File: src/rtl/lock_pkg.sv
// Shared types and display codes for the combination-lock entry controller.
// The display codes are also consumed by the seven-segment message/buzzer driver.
package lock_pkg;

    typedef enum logic [2:0] {
        IDLE,
        ENTRY,
        OPEN,
        ERR,
        LOCKOUT
    } lock_state_t;

    localparam logic [2:0] ST_ERR  = 3'b001;
    localparam logic [2:0] ST_ON   = 3'b010;
    localparam logic [2:0] ST_OFF  = 3'b011;
    localparam logic [2:0] ST_OPEN = 3'b100;

    // Index of a one-hot press vector; the result is don't-care for other vectors.
    function automatic logic [1:0] btn_index(input logic [3:0] p);
        return {p[3] | p[2], p[3] | p[1]};
    endfunction

    function automatic logic [2:0] disp_code(input lock_state_t s);
        case (s)
            ENTRY:        return ST_ON;
            OPEN:         return ST_OPEN;
            ERR, LOCKOUT: return ST_ERR;
            default:      return ST_OFF;
        endcase
    endfunction

endpackage

File: src/rtl/btn_debounce.sv
// One pushbutton: 2-flop synchroniser, stability counter and rising-edge
// detect producing a single-cycle press pulse on the accepted value.
module btn_debounce #(
    parameter int DEBOUNCE_CYC = 1_000_000
) (
    input  logic clk,
    input  logic rst_n,
    input  logic i_btn,
    output logic o_press
);
    localparam int            CW      = (DEBOUNCE_CYC > 1) ? $clog2(DEBOUNCE_CYC) : 1;
    localparam logic [CW-1:0] CNT_MAX = CW'(DEBOUNCE_CYC - 1);

    logic          r_s1, r_s2;
    logic          r_stable, r_stable_d, r_press;
    logic [CW-1:0] r_cnt;

    always_ff @(posedge clk or negedge rst_n) begin
        if (!rst_n) begin
            r_s1       <= 1'b0;
            r_s2       <= 1'b0;
            r_stable   <= 1'b0;
            r_stable_d <= 1'b0;
            r_press    <= 1'b0;
            r_cnt      <= '0;
        end else begin
            r_s1 <= i_btn;
            r_s2 <= r_s1;
            // Any bounce back to the accepted level restarts the stability window.
            if (r_s2 == r_stable) begin
                r_cnt <= '0;
            end else if (r_cnt == CNT_MAX) begin
                r_stable <= r_s2;
                r_cnt    <= '0;
            end else begin
                r_cnt <= r_cnt + 1'b1;
            end
            r_stable_d <= r_stable;
            r_press    <= r_stable & ~r_stable_d;
        end
    end

    assign o_press = r_press;

endmodule

File: src/rtl/lock_entry_ctrl.sv
// Combination-lock entry controller: debounced buttons feed a 4-digit code FSM
// that drives the display code, the buzzer trigger and the unlock relay.
module lock_entry_ctrl
    import lock_pkg::*;
#(
    parameter int         DEBOUNCE_CYC      = 1_000_000,
    parameter int         ENTRY_TIMEOUT_CYC = 500_000_000,
    parameter int         OPEN_CYC          = 250_000_000,
    parameter int         ERR_CYC           = 100_000_000,
    parameter int         LOCKOUT_CYC       = 1_500_000_000,
    parameter int         MAX_TRIES         = 3,
    parameter logic [7:0] SECRET            = 8'b00_01_10_11
) (
    input  logic       clk,
    input  logic       rst_n,
    input  logic [3:0] btn,
    output logic [2:0] state,
    output logic       buzz,
    output logic       unlock
);
    localparam int TW  = 31;
    localparam int FCW = $clog2(MAX_TRIES + 1);
    localparam int BZW = (ERR_CYC > 1) ? $clog2(ERR_CYC) : 1;

    localparam logic [TW-1:0]  T_ENTRY = TW'(ENTRY_TIMEOUT_CYC - 1);
    localparam logic [TW-1:0]  T_OPEN  = TW'(OPEN_CYC - 1);
    localparam logic [TW-1:0]  T_ERR   = TW'(ERR_CYC - 1);
    localparam logic [TW-1:0]  T_LOCK  = TW'(LOCKOUT_CYC - 1);
    localparam logic [BZW-1:0] BZ_MAX  = BZW'(ERR_CYC - 1);
    localparam logic [FCW-1:0] F_MAX   = FCW'(MAX_TRIES);

    logic [3:0]     w_press;
    logic           w_ev, w_valid, w_match, w_buzz, w_tmr_clr;
    logic [1:0]     w_dig;
    logic [FCW-1:0] w_fail_inc, w_fail_nxt;
    lock_state_t    r_state, w_next;

    logic [TW-1:0]  r_tmr;
    logic [BZW-1:0] r_bz;
    logic [FCW-1:0] r_fail;
    logic [5:0]     r_code;
    logic [1:0]     r_idx;
    logic           r_bad;
    logic [2:0]     r_disp;
    logic           r_buzz, r_unlock;

    for (genvar gi = 0; gi < 4; gi++) begin : g_btn
        btn_debounce #(.DEBOUNCE_CYC(DEBOUNCE_CYC)) u_db (
            .clk    (clk),
            .rst_n  (rst_n),
            .i_btn  (btn[gi]),
            .o_press(w_press[gi])
        );
    end

    assign w_ev       = |w_press;
    assign w_valid    = $onehot(w_press);
    assign w_dig      = btn_index(w_press);
    assign w_fail_inc = r_fail + 1'b1;
    // The 4th digit is compared as it arrives, so the buffer holds only three.
    assign w_match    = w_valid && !r_bad && ({r_code, w_dig} == SECRET);

    always_comb begin
        w_next     = r_state;
        w_buzz     = 1'b0;
        w_tmr_clr  = 1'b0;
        w_fail_nxt = r_fail;
        case (r_state)
            IDLE: begin
                if (w_ev) w_next = ENTRY;
            end
            ENTRY: begin
                if (w_ev) begin
                    w_tmr_clr = 1'b1;
                    if (r_idx == 2'd3) begin
                        if (w_match) begin
                            w_next     = OPEN;
                            w_fail_nxt = '0;
                        end else begin
                            w_buzz     = 1'b1;
                            w_fail_nxt = w_fail_inc;
                            w_next     = (w_fail_inc == F_MAX) ? LOCKOUT : ERR;
                        end
                    end
                end else if (r_tmr == T_ENTRY) begin
                    w_next = IDLE;
                end
            end
            OPEN: begin
                if (r_tmr == T_OPEN) w_next = IDLE;
            end
            ERR: begin
                if (r_tmr == T_ERR) w_next = IDLE;
            end
            LOCKOUT: begin
                if (r_tmr == T_LOCK) begin
                    w_next     = IDLE;
                    w_fail_nxt = '0;
                end else if (r_bz == BZ_MAX) begin
                    w_buzz = 1'b1;
                end
            end
            default: w_next = IDLE;
        endcase
    end

    always_ff @(posedge clk or negedge rst_n) begin
        if (!rst_n) begin
            r_state  <= IDLE;
            r_tmr    <= '0;
            r_bz     <= '0;
            r_fail   <= '0;
            r_code   <= '0;
            r_idx    <= '0;
            r_bad    <= 1'b0;
            r_disp   <= ST_OFF;
            r_buzz   <= 1'b0;
            r_unlock <= 1'b0;
        end else begin
            r_state <= w_next;
            r_fail  <= w_fail_nxt;
            if (w_next != r_state || w_tmr_clr || r_state == IDLE) r_tmr <= '0;
            else                                                 r_tmr <= r_tmr + 1'b1;
            // Buzz cadence within LOCKOUT, phase-aligned to state entry.
            if (w_next != r_state || r_bz == BZ_MAX) r_bz <= '0;
            else                                     r_bz <= r_bz + 1'b1;
            if (w_ev && r_state == IDLE) begin
                r_code <= {4'b0, w_dig};
                r_idx  <= 2'd1;
                r_bad  <= !w_valid;
            end else if (w_ev && r_state == ENTRY) begin
                r_code <= {r_code[3:0], w_dig};
                r_idx  <= r_idx + 1'b1;
                r_bad  <= r_bad | !w_valid;
            end
            r_disp   <= disp_code(w_next);
            r_buzz   <= w_buzz;
            r_unlock <= (w_next == OPEN);
        end
    end

    assign state  = r_disp;
    assign buzz   = r_buzz;
    assign unlock = r_unlock;

endmodule

File: config.mk
export PLATFORM = sky130hd
export DESIGN_NAME = lock_entry_ctrl
export DESIGN_NICKNAME = d
export VERILOG_FILES = /design/src/rtl/lock_pkg.sv /design/src/rtl/btn_debounce.sv /design/src/rtl/lock_entry_ctrl.sv
export SDC_FILE = /design/constraint.sdc
export NUM_CORES = 1
export LEC_CHECK = 0
export CAP_MARGIN = 20
export CORE_AREA = 10 10 142 144
export CTS_BUF_LIST = sky130_fd_sc_hd__clkbuf_2 sky130_fd_sc_hd__clkbuf_4 sky130_fd_sc_hd__clkbuf_8
export DETAILED_ROUTE_END_ITERATION = 6
export DIE_AREA = 0 0 152 154
export PLACE_DENSITY = 0.66
export SLEW_MARGIN = 5
export SYNTH_ARGS = -nofsm -noshare
export SYNTH_HDL_FRONTEND = slang
export SYNTH_SLANG_ARGS = --single-unit
File: constraint.sdc
create_clock -name clk -period 4.9 [get_ports clk]
set_input_delay 1.225 -clock clk [delete_from_list [all_inputs] [get_ports clk]]
set_output_delay 1.225 -clock clk [all_outputs]
set_load 0.01 [all_outputs]
Yosys cells after proc, flatten, opt, wreduce, memory -nomap -nowiden
Index checks and enable logic that the tools add are counted.
{"block": "totals", "register_bits": 177, "input_bits": 6, "output_inout_bits": 5, "word_cells": 148}
{"block": "classes", "addsub": 11, "n_eq_ne": 29, "n_mux": 40, "bitwise": 15, "n_reduce_logical": 19}
{"cell": "20-bit two-way mux", "n": 8}
{"cell": "20-bit by 1-bit adder with 20-bit output, second input constant", "n": 4}
{"cell": "20-bit == test, second input constant", "n": 4}
{"cell": "31-bit by 1-bit adder with 31-bit output, second input constant", "n": 1}
{"cell": "31-bit by 27-bit == test with 1-bit output, second input constant", "n": 1}
{"cell": "31-bit by 28-bit == test with 1-bit output, second input constant", "n": 1}
{"cell": "31-bit by 29-bit == test with 1-bit output, second input constant", "n": 1}
{"cell": "31-bit == test, second input constant", "n": 1}
{"cell": "31-bit two-way mux", "n": 1}
{"cell": "27-bit by 1-bit adder with 27-bit output, second input constant", "n": 1}
{"cell": "27-bit == test, second input constant", "n": 1}
{"cell": "27-bit two-way mux", "n": 1}
{"cell": "3-bit two-way mux", "n": 9}
{"cell": "3-bit case mux with 5 select lines", "n": 1}
{"cell": "3-bit by 2-bit == test with 1-bit output, second input constant", "n": 4}
{"cell": "2-bit two-way mux", "n": 6}
{"cell": "6-bit two-way mux", "n": 2}
{"cell": "3-bit by 1-bit == test with 1-bit output, second input constant", "n": 3}
{"cell": "1-bit two-way mux", "n": 9}
{"cell": "3-bit case mux with 3 select lines", "n": 1}
{"cell": "8-bit by 5-bit == test with 1-bit output, second input constant", "n": 1}
{"cell": "1-bit inverter", "n": 8}
{"cell": "2-bit AND reduction", "n": 4}
{"cell": "3-bit == test, second input constant", "n": 2}
{"cell": "19 further kinds", "n": 39}

Depth between registers and ports, before layout
Gate-level depths: netlist (run 1).
{"block": "logic_depth", "word_depth": 13, "ltp_mapped": 12, "mapped_depth_nobuf": 11}

By module
Synthesis (run 1) repeated with hierarchy kept, for this count alone.
{"block": "hier_totals", "hier_cells": 875, "area_unflattened_um2": 8794.7}
{"module": "btn_debounce", "instances": 4, "cells_per_inst": 111, "area_per_inst_um2": 1171.1, "seq_area_each_um2": 625.6}
{"module": "lock_entry_ctrl", "instances": 1, "cells_per_inst": 431, "area_per_inst_um2": 4110.2, "seq_area_each_um2": 1929.4}

Worst setup path after synthesis (run 1)
No wires, ideal clock.
{"block": "synth_path", "path_type": "reg-to-reg", "start": "reg g_btn[1].u_db.r_press", "end": "reg r_tmr[10]", "setup_time_ns": 0.134, "arrival_ns": 2.430, "required_time_ns": 4.766, "setup_slack_ns": 2.336, "stages_incl_launch_ff": 13, "path_buffers": 1, "period_less_slack_ns": 2.564, "path_cell_list": "dfrtp_1 -> inv_1 -> fa_1 -> inv_1 -> ha_1 -> ha_1 -> nor3b_1 -> nand4b_1 -> a2bb2oi_1 -> nand4_1 -> nand3_2 -> buf_4 -> nor3_1"}
{"block": "synth_via", "elab_chain_len": 13, "elab_cells_between_ends": 19, "cone_classes": "2 x add/sub; 3 x eq/ne; 8 x mux; 1 x bitwise; 5 x reduce/logical"}
{"element": "start, declared", "line": "btn_debounce.sv:15", "rtl": "logic r_stable, r_stable_d, r_press;"}
{"element": "start signal, assigned", "line": "btn_debounce.sv:39", "rtl": "r_press <= r_stable & ~r_stable_d;"}
{"element": "1-bit by 1-bit adder with 2-bit output (implied by the code)", "line": "lock_entry_ctrl.sv:57", "rtl": "assign w_valid = $onehot(w_press);"}
{"element": "2-bit by 2-bit adder with 3-bit output (implied by the code)", "line": "lock_entry_ctrl.sv:57"}
{"element": "3-bit by 1-bit == test with 1-bit output", "line": "lock_entry_ctrl.sv:57"}
{"element": "1-bit logical AND (2 in series)", "line": "lock_entry_ctrl.sv:61", "rtl": "assign w_match = w_valid && !r_bad && ({r_code, w_dig} == SECRET);"}
{"element": "3-bit two-way mux", "line": "lock_entry_ctrl.sv:76", "rtl": "if (w_match) begin"}
{"element": "3-bit two-way mux", "line": "lock_entry_ctrl.sv:75", "rtl": "if (r_idx == 2'd3) begin"}
{"element": "3-bit two-way mux", "line": "lock_entry_ctrl.sv:73", "rtl": "if (w_ev) begin"}
{"element": "3-bit case mux with 5 select lines", "line": "lock_entry_ctrl.sv:68", "rtl": "case (r_state)"}
{"element": "3-bit != test", "line": "lock_entry_ctrl.sv:122", "rtl": "if (w_next != r_state || w_tmr_clr || r_state == IDLE) r_tmr <= '0;"}
{"element": "1-bit logical OR (*) (2 in series)", "line": "lock_entry_ctrl.sv:122"}
{"element": "31-bit two-way mux (*)", "line": "lock_entry_ctrl.sv:122"}
{"element": "end signal, assigned", "line": "lock_entry_ctrl.sv:123", "rtl": "else r_tmr <= r_tmr + 1'b1;"}
{"element": "end, declared", "line": "lock_entry_ctrl.sv:38", "rtl": "logic [TW-1:0] r_tmr;"}
Mark *: on every way between the ends. The rest lies on a longest branch, timed or not.
A chain may end at the register's enable or synchronous reset.

Worst setup path in the final report (run 1)
{"block": "layout_path", "start": "reg g_btn[1].u_db.r_press", "end": "reg r_tmr[1]"}
The elaborated chain is that of the path after synthesis.

==> flow_metrics.env, run 1 <==
export IMPL_rsz0062_at_grt="false"
export IMPL_grt_usage_pct=13.1
export IMPL_firstDrtPassIters=4
export IMPL_status="finished, final reports clean"
export IMPL_synth_flop_cell="dfrtp_1"
export IMPL_hold_start="g_btn[1].u_db.r_s1"
export IMPL_wl_per_cell_um=13.7
export IMPL_drtIter0Drc=324
export IMPL_initial_core_util_pct=49.7
export IMPL_final_common_cell="dfrtp_1"
export IMPL_clockBufferDepth=2
export IMPL_dieHeight_um=154
export IMPL_combPwrFrac_pct=2.4
export IMPL_synth_xor_area_share_pct=13.1
export IMPL_critPathKind="reg2reg"
export IMPL_ys_ff_latch=177
export IMPL_cts_buffers=17
export IMPL_netlist_area_leader_share_pct=51.3
export IMPL_crit_path_max_fanout=41
export IMPL_setup_violations_final=0
export IMPL_chipWidth_um=152
export IMPL_grt_pass1_vias=5631
export IMPL_startpoint_type="flop"
export IMPL_synth_compound_area_share_pct=2.40
export IMPL_grt_overflow=0
export IMPL_core_region_area_um2=17200
export IMPL_synthArstFlopShare_pct=100
export IMPL_required_ns=5.25
export IMPL_io_pins=11
export IMPL_hold_viol=0
export IMPL_hold_path_depth=0
export IMPL_drtAntennaViolNets=0
export IMPL_grt_max_degree=118
export IMPL_num_nets_final=877
export IMPL_min_delay_path_class="reg2reg"
export IMPL_routabilityCongestion=0.858
export IMPL_cts_root_buf="clkbuf_8"
export IMPL_period_needed_ns=3.49
export IMPL_maxCapViolations=0
export IMPL_final_util_pct=53.7
export IMPL_cts_sinks=177
export IMPL_sw_frac_of_total_pct=23.7
export IMPL_worst_slew_pin_slew_ns=1.01
export IMPL_yosys_top_cells_area="dfrtp_1 (51%), xor2_1 (7.5%), nor2_1 (6.1%), xnor2_1 (5.6%), nand3_1 (3.7%)"
export IMPL_slew_headroom_pct=32.6
export IMPL_ys_warn_count=0
export IMPL_fin_crit_sh_pct=71.3
export IMPL_synth_top_family_by_area="simple AND/OR/NAND/NOR gates"
export IMPL_drt_wl_total_mm=15.0
export IMPL_viasPerCell=5.31
export IMPL_synth_avg_cell_area_um2=10.1
export IMPL_power_frac_clock_pct=38.9
export IMPL_antenna_found_initial=0
export IMPL_cellPowerDensity_nw_per_um2=273
export IMPL_die_area_um2=23400
export IMPL_port_buffers=10
export IMPL_dpl_cell_area_um2=8830
export IMPL_path_clk_slew_ns=0.09
export IMPL_yosysTopAreaCell="dfrtp_1"
export IMPL_r2r_cells=8
export IMPL_post_cts_buffers=0
export IMPL_end_kind="flop"
export IMPL_reg2reg_from="g_btn[1].u_db.o_press"
export IMPL_p_sw_mw=0.597
export IMPL_fin_tns_setup_ns=0
export IMPL_synth_simple_gate_area_share_pct=27.8
export IMPL_cts_tree="yes"
export IMPL_vias=5821
export IMPL_clock_skew_ns=0.0113
export IMPL_cts_hold_buf=0
export IMPL_cts_resized_gates=0
export IMPL_fin_ws_ns=1.41
export IMPL_dpl_hpwl_mm=10.0
export IMPL_reg2reg_setup_slack_ns=1.41
export IMPL_final_cell_mix="dfrtp_1 (175), nor2_1 (139), xor2_1 (73)"
export IMPL_drcViolationCount=0
export IMPL_post_place_ws_ns=1.46
export IMPL_synth_seq_area_share_pct=51.9
export IMPL_synthMuxAreaShare_pct=0.659
export IMPL_final_cell_area_um2=9220
export IMPL_synth_edf_count=0
export IMPL_synthAdderAreaFrac_pct=1.85
export IMPL_total_power_mw=2.52
export IMPL_p_leak_nw=3.91
export IMPL_syn_num_nets=866
export IMPL_area_growth_pct=7.86
export IMPL_clock_latency_ns=0.46
export IMPL_ir_drop_mv=0.170
export IMPL_diodes=0
export IMPL_slew_violations=0
export IMPL_drive_gt1_share_pct=7.80
export IMPL_internal_power_mw=1.92
export IMPL_grt_pass1_wl_mm=26.6
export IMPL_critical_path_arrival_ns=3.85
export IMPL_fp_row_count=48
export IMPL_seqPwrFrac_pct=58.8
export IMPL_fmax_mhz=286
export IMPL_postSynthCellCount=848
export IMPL_netlist_cell_type_count=59
export IMPL_syn_cell_area_um2=8540
export IMPL_min_to="g_btn[1].u_db.r_s2"
export IMPL_h_tree_depth=4
export IMPL_rr_endpoint="r_tmr[1]"
power groups by stage:
| stage | Combinational, mW | Clock (mW) | Sequential (mW) |
|---|---|---|---|
| final | 0.0596 | 0.980 | 1.48 |
| after floorplan | 0.0242 | 0 | 1.51 |
| after global placement | 0.0626 | 0 | 1.51 |
| after CTS | 0.0629 | 1.02 | 1.48 |
| after global routing | 0.0711 | 1.08 | 1.48 |
| after detailed placement | 0.0628 | 0 | 1.51 |
cell families after synthesis:
| logic type | Yosys count |
|---|---|
| AND/OR/NAND/NOR | 451 |
| flip-flops | 177 |
| XOR/XNOR | 128 |
| buffers and inverters | 40 |
| AO/OA/AOI/OAI | 35 |
| adder cells (fa/ha/maj) | 12 |
| multiplexers | 5 |
cells in the mapped netlist, drive strengths merged, types with 3 or more instances:
cell type  instances
nand2b             3
xor2              73
and4              10
nor3b             12
or2                8
or4                3
inv               19
mux2               5
a21oi              5
xnor2             55
ha                11
nand3             64
nand4b             7
nand2             57
dfrtp            175
clkbuf            13
nor2             139
and3              28
nor2b             10
and2              10
nand4             31
buf                7
or3                4
nor4              14
o21ai             18
nor3              32
nor4b              9
routing by layer:
layer	share of wire [%]	vias to the layer above	wire [µm]	GRT usage, %
met5	0	-	0	0
met4	0.83	0	125	3.48
met3	2.9	12	430	3.43
met2	45	66	6710	20.2
met1	52	2816	7770	17.9
li1	-	2927	-	-
worst max-delay path, cell delays in order, from the launching register on:
cell and delay [ns]:
dfrtp_1 0.40, inv_1 0.10, ha_1 0.14, nor3b_1 0.81, nand2b_1 0.55, nand2_1 0.12, nand4_1 0.16, nand3_2 0.68
nor3b_1 0.42
metrics by stage:
| stage | std cells | hold slack [ns] |
|---|---|---|
| 3_5_place_dp | 1065 | 0.340 |
| 4_1_cts | 1097 | 0.363 |
| 5_1_grt | 1097 | 0.377 |
| 6_report | 1097 | 0.359 |
| 3_3_place_gp | 1065 | 0.333 |
| 2_1_floorplan | 848 | 0.331 |
state kept, by name (all words and copies together) (netlist names), 6 cells and up:
name,flops
g_btn.u_db.r_cnt,80
r_tmr,31
r_bz,27
r_code,6
worst max path at each step:
| stage | depth (start not counted) | startpoint | end |
|---|---|---|---|
| 3_5_place_dp | 8 | g_btn[1].u_db.o_press | r_tmr[17] |
| 2_1_floorplan | 12 | g_btn[1].u_db.o_press | r_tmr[10] |
| 5_1_grt | 8 | g_btn[1].u_db.o_press | r_tmr[1] |
| 3_3_place_gp | 8 | g_btn[1].u_db.o_press | r_tmr[1] |
| 4_1_cts | 8 | g_btn[1].u_db.o_press | r_tmr[1] |
| 6_report | 8 | g_btn[1].u_db.o_press | r_tmr[1] |
cell type report:
class | count | area, µm²
Inverter | 19 | 71.3
Clock buffer | 19 | 262
Timing Repair Buffer | 13 | 126
Tap cell | 225 | 282
Clock inverter | 13 | 128
Fill cell | 1568 | 7960
Multi-Input combinational cell | 631 | 3920
Sequential cell | 177 | 4430
(Power assumes the default switching activity.)
==> run 2: changes to the inputs <==
==> constraint.sdc (replaced) <==
create_clock -name clk -period 3.5 [get_ports clk]
set_input_delay 0.875 -clock clk [delete_from_list [all_inputs] [get_ports clk]]
set_output_delay 0.875 -clock clk [all_outputs]
set_load 0.01 [all_outputs]
==> run 2 against run 1 <==
Effect of this change:
- sequential share of layout area down 0.12 points
- hold slack worse by 0.0033 ns
- clock power up 33%
- global-route usage up 0.50 points
- core utilization up 0.14 points
- count of clock-buffer cells in the layout down 1
- total power up 37%
- combinational power up 45%
- die area unchanged
- critical path depth up 3
- largest power group unchanged
==> flow_metrics.env, run 2 (synthesis results as in run 1) <==
export IMPL_post_place_ws_ns=0.629
export IMPL_routabilityCongestion=0.852
export IMPL_cts_root_buf="clkbuf_8"
export IMPL_grt_max_degree=88
export IMPL_critical_path_arrival_ns=3.20
export IMPL_die_area_um2=23400
export IMPL_fin_tns_setup_ns=0
export IMPL_h_tree_depth=4
export IMPL_initial_core_util_pct=49.7
export IMPL_clockBufferDepth=2
export IMPL_slew_violations=0
export IMPL_cts_tree="yes"
export IMPL_drcViolationCount=0
export IMPL_path_clk_slew_ns=0.10
export IMPL_dieHeight_um=154
export IMPL_total_power_mw=3.46
export IMPL_hold_viol=0
export IMPL_cellPowerDensity_nw_per_um2=374
export IMPL_fmax_mhz=348
export IMPL_p_leak_nw=3.92
export IMPL_ir_drop_mv=0.305
export IMPL_cts_sinks=177
export IMPL_fp_row_count=48
export IMPL_area_growth_pct=8.14
export IMPL_required_ns=3.82
export IMPL_final_cell_area_um2=9240
export IMPL_hold_slack_ns=0.356
export IMPL_firstDrtPassIters=4
export IMPL_post_cts_buffers=0
export IMPL_dpl_hpwl_mm=10.3
export IMPL_num_nets_final=881
export IMPL_clock_skew_ns=0.0142
export IMPL_regMostFlops="g_btn.u_db.r_cnt"
export IMPL_rsz0062_at_grt="false"
export IMPL_diodes=0
export IMPL_drt_wl_total_mm=15.3
export IMPL_setup_violations_final=0
export IMPL_startpoint_type="flop"
export IMPL_crit_chain="inv_1 -> fa_1 -> inv_1 -> ha_1 -> ha_1 -> nor3b_1 -> nand4b_1 -> a2bb2oi_1 -> nand4_1 -> nand4_2 -> nor2_1"
export IMPL_core_region_area_um2=17200
export IMPL_period_needed_ns=2.88
export IMPL_min_delay_path_class="reg2reg"
export IMPL_cts_hold_buf=0
export IMPL_fin_crit_sh_pct=82.2
export IMPL_worst_slew_pin_slew_ns=0.893
export IMPL_grt_usage_pct=13.6
export IMPL_port_buffers=10
export IMPL_cts_buffers=17
export IMPL_status="finished, final reports clean"
export IMPL_grt_overflow=0
export IMPL_grt_pass1_vias=5742
export IMPL_vias=5834
export IMPL_maxCapViolations=0
export IMPL_end_kind="flop"
export IMPL_wl_per_cell_um=13.9
export IMPL_grt_pass1_wl_mm=27.3
export IMPL_dpl_cell_area_um2=8880
export IMPL_reg_largest_list="g_btn.u_db.r_cnt (80), r_tmr (31), r_bz (27)"
export IMPL_antenna_found_initial=0
export IMPL_drtIter0Drc=255
export IMPL_drtAntennaViolNets=0
export IMPL_chipWidth_um=152
export IMPL_largest_reg_flops=80
export IMPL_drive_gt1_share_pct=8.22
export IMPL_critPathKind="reg2reg"
export IMPL_worst_path_max_delay_cell="fa_1"
export IMPL_final_cell_mix="dfrtp_1 (175), nor2_1 (139), xor2_1 (73)"
export IMPL_max_stage_delay_ns=0.47
export IMPL_io_pins=11
export IMPL_final_common_cell="dfrtp_1"
export IMPL_crit_path_max_fanout=17
export IMPL_cts_resized_gates=0
export IMPL_fin_ws_ns=0.624
export IMPL_viasPerCell=5.30
export IMPL_slew_headroom_pct=39.9
export IMPL_clock_latency_ns=0.46
## run 2: cell types whose count changed in the layout (fill, tap and decap cells not counted), sizes merged
cell | previous run | this run
buf | 3 | 7
inv | 23 | 27
bufinv | 1 | 0
clkbuf | 20 | 19
clkinv | 4 | 3
clkinvlp | 4 | 3
## run 2: routing by layer
layer	track usage [%]	up-vias	wire, µm
met5	0	-	0
met4	3.71	0	121
met3	3.63	5	475
met2	21.3	66	6980
met1	18.3	2832	7750
li1	-	2931	-
## run 2: cell type report
| cell class | count | area, µm² |
|---|---|---|
| multi-input cells | 631 | 3920 |
| clock inverters | 14 | 116 |
| inverters | 19 | 71.3 |
| clock buffers | 18 | 241 |
| well taps | 225 | 282 |
| repair buffers | 17 | 181 |
| fillers | 1567 | 7940 |
| flip-flops and latches | 177 | 4430 |
## run 2: worst paths after layout
check / start / end / slack (ns) / depth (start not counted)
min in group asynchronous: rst_n / r_bz[21] / 0.46 / 1
max in group asynchronous: rst_n / g_btn[1].u_db.r_s1 / 2.26 / 2
setup / recovery: g_btn[3].u_db.o_press / r_bz[13] / 0.62 / 11
setup reg to reg: g_btn[3].u_db.o_press / r_bz[13] / 0.62 / 11
hold reg to reg: g_btn[0].u_db.r_s1 / g_btn[0].u_db.r_s2 / 0.36 / 0
hold / removal: g_btn[0].u_db.r_s1 / g_btn[0].u_db.r_s2 / 0.36 / 0
## run 2: where the power goes
group	switching, mW	total (mW)	leakage [nW]	internal (mW)
registers	0.0143	2.07	2.42	2.06
clock network	0.778	1.30	0.178	0.519
logic	0.0636	0.0863	1.32	0.0227
## run 2: metrics by stage
step           util (%)  cells
2_1_floorplan         -    848
3_3_place_gp       51.7   1069
3_5_place_dp       51.7   1069
4_1_cts            53.8   1101
5_1_grt            53.8   1101
6_report           53.8   1101
## run 2: critical path, delay by kind of cell, from the launching register on
family                   cells  cell delay (ns)
AO/OA/AOI/OAI                1             0.20
adder cells (fa/ha/maj)      3             0.91
buffers and inverters        2             0.11
flip-flops                   1             0.41
AND/OR/NAND/NOR              5             1.10
==> run 3: changes to the inputs <==
--- a/config.mk
+++ b/config.mk
@@ -10,7 +10,7 @@
 export CTS_BUF_LIST = sky130_fd_sc_hd__clkbuf_2 sky130_fd_sc_hd__clkbuf_4 sky130_fd_sc_hd__clkbuf_8
 export DETAILED_ROUTE_END_ITERATION = 6
 export DIE_AREA = 0 0 152 154
-export PLACE_DENSITY = 0.66
+export PLACE_DENSITY = 0.69
 export SLEW_MARGIN = 5
 export SYNTH_ARGS = -nofsm -noshare
 export SYNTH_HDL_FRONTEND = slang
==> constraint.sdc (replaced) <==
create_clock -name clk -period 2.4 [get_ports clk]
set_input_delay 0.6 -clock clk [delete_from_list [all_inputs] [get_ports clk]]
set_output_delay 0.6 -clock clk [all_outputs]
set_load 0.01 [all_outputs]
==> run 3 against run 2 <==
Effect of this change:
- the run now ends with setup timing left
- core utilization grew 2.4 points
- total power grew 53%
- sequential cell count is the same
- routed wire length grew 3.2%
- largest power group unchanged
==> flow_metrics.env, run 3 (synthesis results as in run 1) <==
export IMPL_clock_skew_ns=0.0151
export IMPL_core_region_area_um2=17200
export IMPL_startpoint_type="flop"
export IMPL_initial_core_util_pct=49.7
export IMPL_min_delay_path_class="in2async"
export IMPL_slew_violations=0
export IMPL_antenna_found_initial=0
export IMPL_status="finished with violations"
export IMPL_cts_hold_buf=0
export IMPL_rr_endpoint="r_bz[0]"
export IMPL_chipWidth_um=152
export IMPL_reg2reg_from="g_btn[0].u_db.o_press"
export IMPL_fin_ws_ns=-0.258
export IMPL_drcViolationCount=0
export IMPL_critical_path_arrival_ns=3.03
export IMPL_cts_buffers=17
export IMPL_cp_top_family="adder cells"
export IMPL_area_growth_pct=13.0
export IMPL_firstDrtPassIters=5
export IMPL_wl_per_cell_um=14.0
export IMPL_grt_usage_pct=14.0
export IMPL_grt_overflow=0
export IMPL_final_common_cell="dfrtp_1"
export IMPL_largest_reg_flops=80
export IMPL_fin_crit_sh_pct=111
export IMPL_fp_row_count=48
export IMPL_num_nets_final=911
export IMPL_crit_path_max_fanout=8
export IMPL_regMostFlops="g_btn.u_db.r_cnt"
export IMPL_routabilityCongestion=0.823
export IMPL_slew_headroom_pct=59.0
export IMPL_drive_gt1_share_pct=12.8
export IMPL_period_needed_ns=2.66
export IMPL_h_tree_depth=4
export IMPL_final_cell_count_no_fill=1131
export IMPL_fmax_mhz=376
export IMPL_port_buffers=10
export IMPL_dpl_hpwl_mm=10.6
export IMPL_reg_largest_list="g_btn.u_db.r_cnt (80), r_tmr (31), r_bz (27)"
export IMPL_end_kind="flop"
export IMPL_rsz0062_at_grt="true"
export IMPL_grt_max_degree=54
export IMPL_clockBufferDepth=2
export IMPL_p_leak_nw=4.10
export IMPL_worst_slew_pin_slew_ns=0.610
export IMPL_maxCapViolations=0
export IMPL_final_cell_mix="dfrtp_1 (175), nor2_1 (135), xor2_1 (73)"
export IMPL_cellPowerDensity_nw_per_um2=547
export IMPL_die_area_um2=23400
export IMPL_io_pins=11
export IMPL_hold_viol=0
export IMPL_critPathKind="reg2reg"
export IMPL_cts_sinks=177
export IMPL_dieHeight_um=154
export IMPL_vias=6006
export IMPL_final_util_pct=56.2
export IMPL_diodes=0
export IMPL_required_ns=2.77
export IMPL_max_stage_delay_ns=0.54
export IMPL_worst_path_max_delay_cell="fa_1"
export IMPL_cts_root_buf="clkbuf_8"
export IMPL_dp_cells=1096
export IMPL_grt_pass1_vias=5829
export IMPL_drtIter0Drc=367
export IMPL_ir_drop_mv=0.435
export IMPL_hold_slack_ns=0.0508
export IMPL_violations="setup timing"
export IMPL_path_clk_slew_ns=0.10
export IMPL_crit_chain="inv_2 -> fa_1 -> inv_2 -> ha_4 -> ha_4 -> nor3b_4 -> nand4b_1 -> a2bb2oi_2 -> nand4_1 -> buf_4 -> nand4_4 -> clkbuf_16 -> nor2_1"
export IMPL_setup_violations_final=61
export IMPL_cts_tree="yes"
export IMPL_viasPerCell=5.31
export IMPL_clock_latency_ns=0.48
export IMPL_reg2reg_setup_slack_ns=-0.26
export IMPL_grt_pass1_wl_mm=28.0
export IMPL_critPathBufInv=4
export IMPL_drt_wl_total_mm=15.8
export IMPL_r2r_cells=13
export IMPL_drtAntennaViolNets=0
## run 3: cell count changes in the layout (fill, tap and decap cells not counted), sizes merged
cell      delta
clkinvlp     -2
clkinv       +2
bufinv       +1
buf         +29
## run 3: cell type report
class | count | area [µm²]
Sequential cell | 177 | 4430
Clock inverter | 15 | 184
Clock buffer | 17 | 234
Inverter | 19 | 71.3
Fill cell | 1550 | 7520
Timing Repair Buffer | 47 | 464
Tap cell | 225 | 282
Multi-Input combinational cell | 631 | 3990
## run 3: stage by stage
stage          setup WS [ns]  power, mW  instance area [µm²]  TNS, ns
3_5_place_dp          -0.248       3.22                 9130   -12.81
6_report              -0.258       5.28                 9660   -13.22
5_1_grt               -0.410       5.50                 9660   -22.83
2_1_floorplan        -0.0820       3.13                 8580    -3.74
4_1_cts               -0.259       5.36                 9620   -12.63
3_3_place_gp          -0.162       3.22                 9130    -8.34
## run 3: metal layers
layer | up-vias | track usage [%] | part of all wire (%)
met2 | 54 | 21.0 | 45
met5 | - | 0 | 0
met1 | 2925 | 19.6 | 51
li1 | 3013 | - | -
met4 | 0 | 4.26 | 1.1
met3 | 14 | 3.43 | 2.7
## run 3: worst max path at each step
stage | slack [ns] | startpoint | cells past startpoint | to
finish | -0.26 | g_btn[0].u_db.o_press | 13 | r_bz[0]
global route | -0.41 | g_btn[3].u_db.o_press | 13 | r_bz[0]
CTS | -0.26 | g_btn[0].u_db.o_press | 13 | r_bz[21]
detailed placement | -0.25 | g_btn[0].u_db.o_press | 13 | r_bz[21]
global placement | -0.16 | g_btn[0].u_db.o_press | 13 | r_bz[26]
floorplan | -0.08 | g_btn[3].u_db.o_press | 12 | r_tmr[10]
## run 3: power breakdown
group	switching (mW)	internal, mW	total (mW)
Sequential	0.0200	3.00	3.02
Combinational	0.0940	0.0363	0.130
Clock	1.24	0.888	2.13
Total	1.36	3.93	5.28
## run 3: what timing repair did
action	in CTS	in global routing
pin swaps	11	2
resized for setup	10	5
gates cloned	1	1
setup buffers	2	0
hold endpoints to repair	0	0
setup endpoints to repair	62	62
## run 3: worst reg2reg max path: stages (launching register included)
cell,delay (ns)
dfrtp_1,0.35
inv_2,0.04
fa_1,0.54
inv_2,0.05
ha_4,0.16
ha_4,0.24
nor3b_4,0.18
nand4b_1,0.17
a2bb2oi_2,0.17
nand4_1,0.16
buf_4,0.18
nand4_4,0.09
clkbuf_16,0.17
nor2_1,0.04
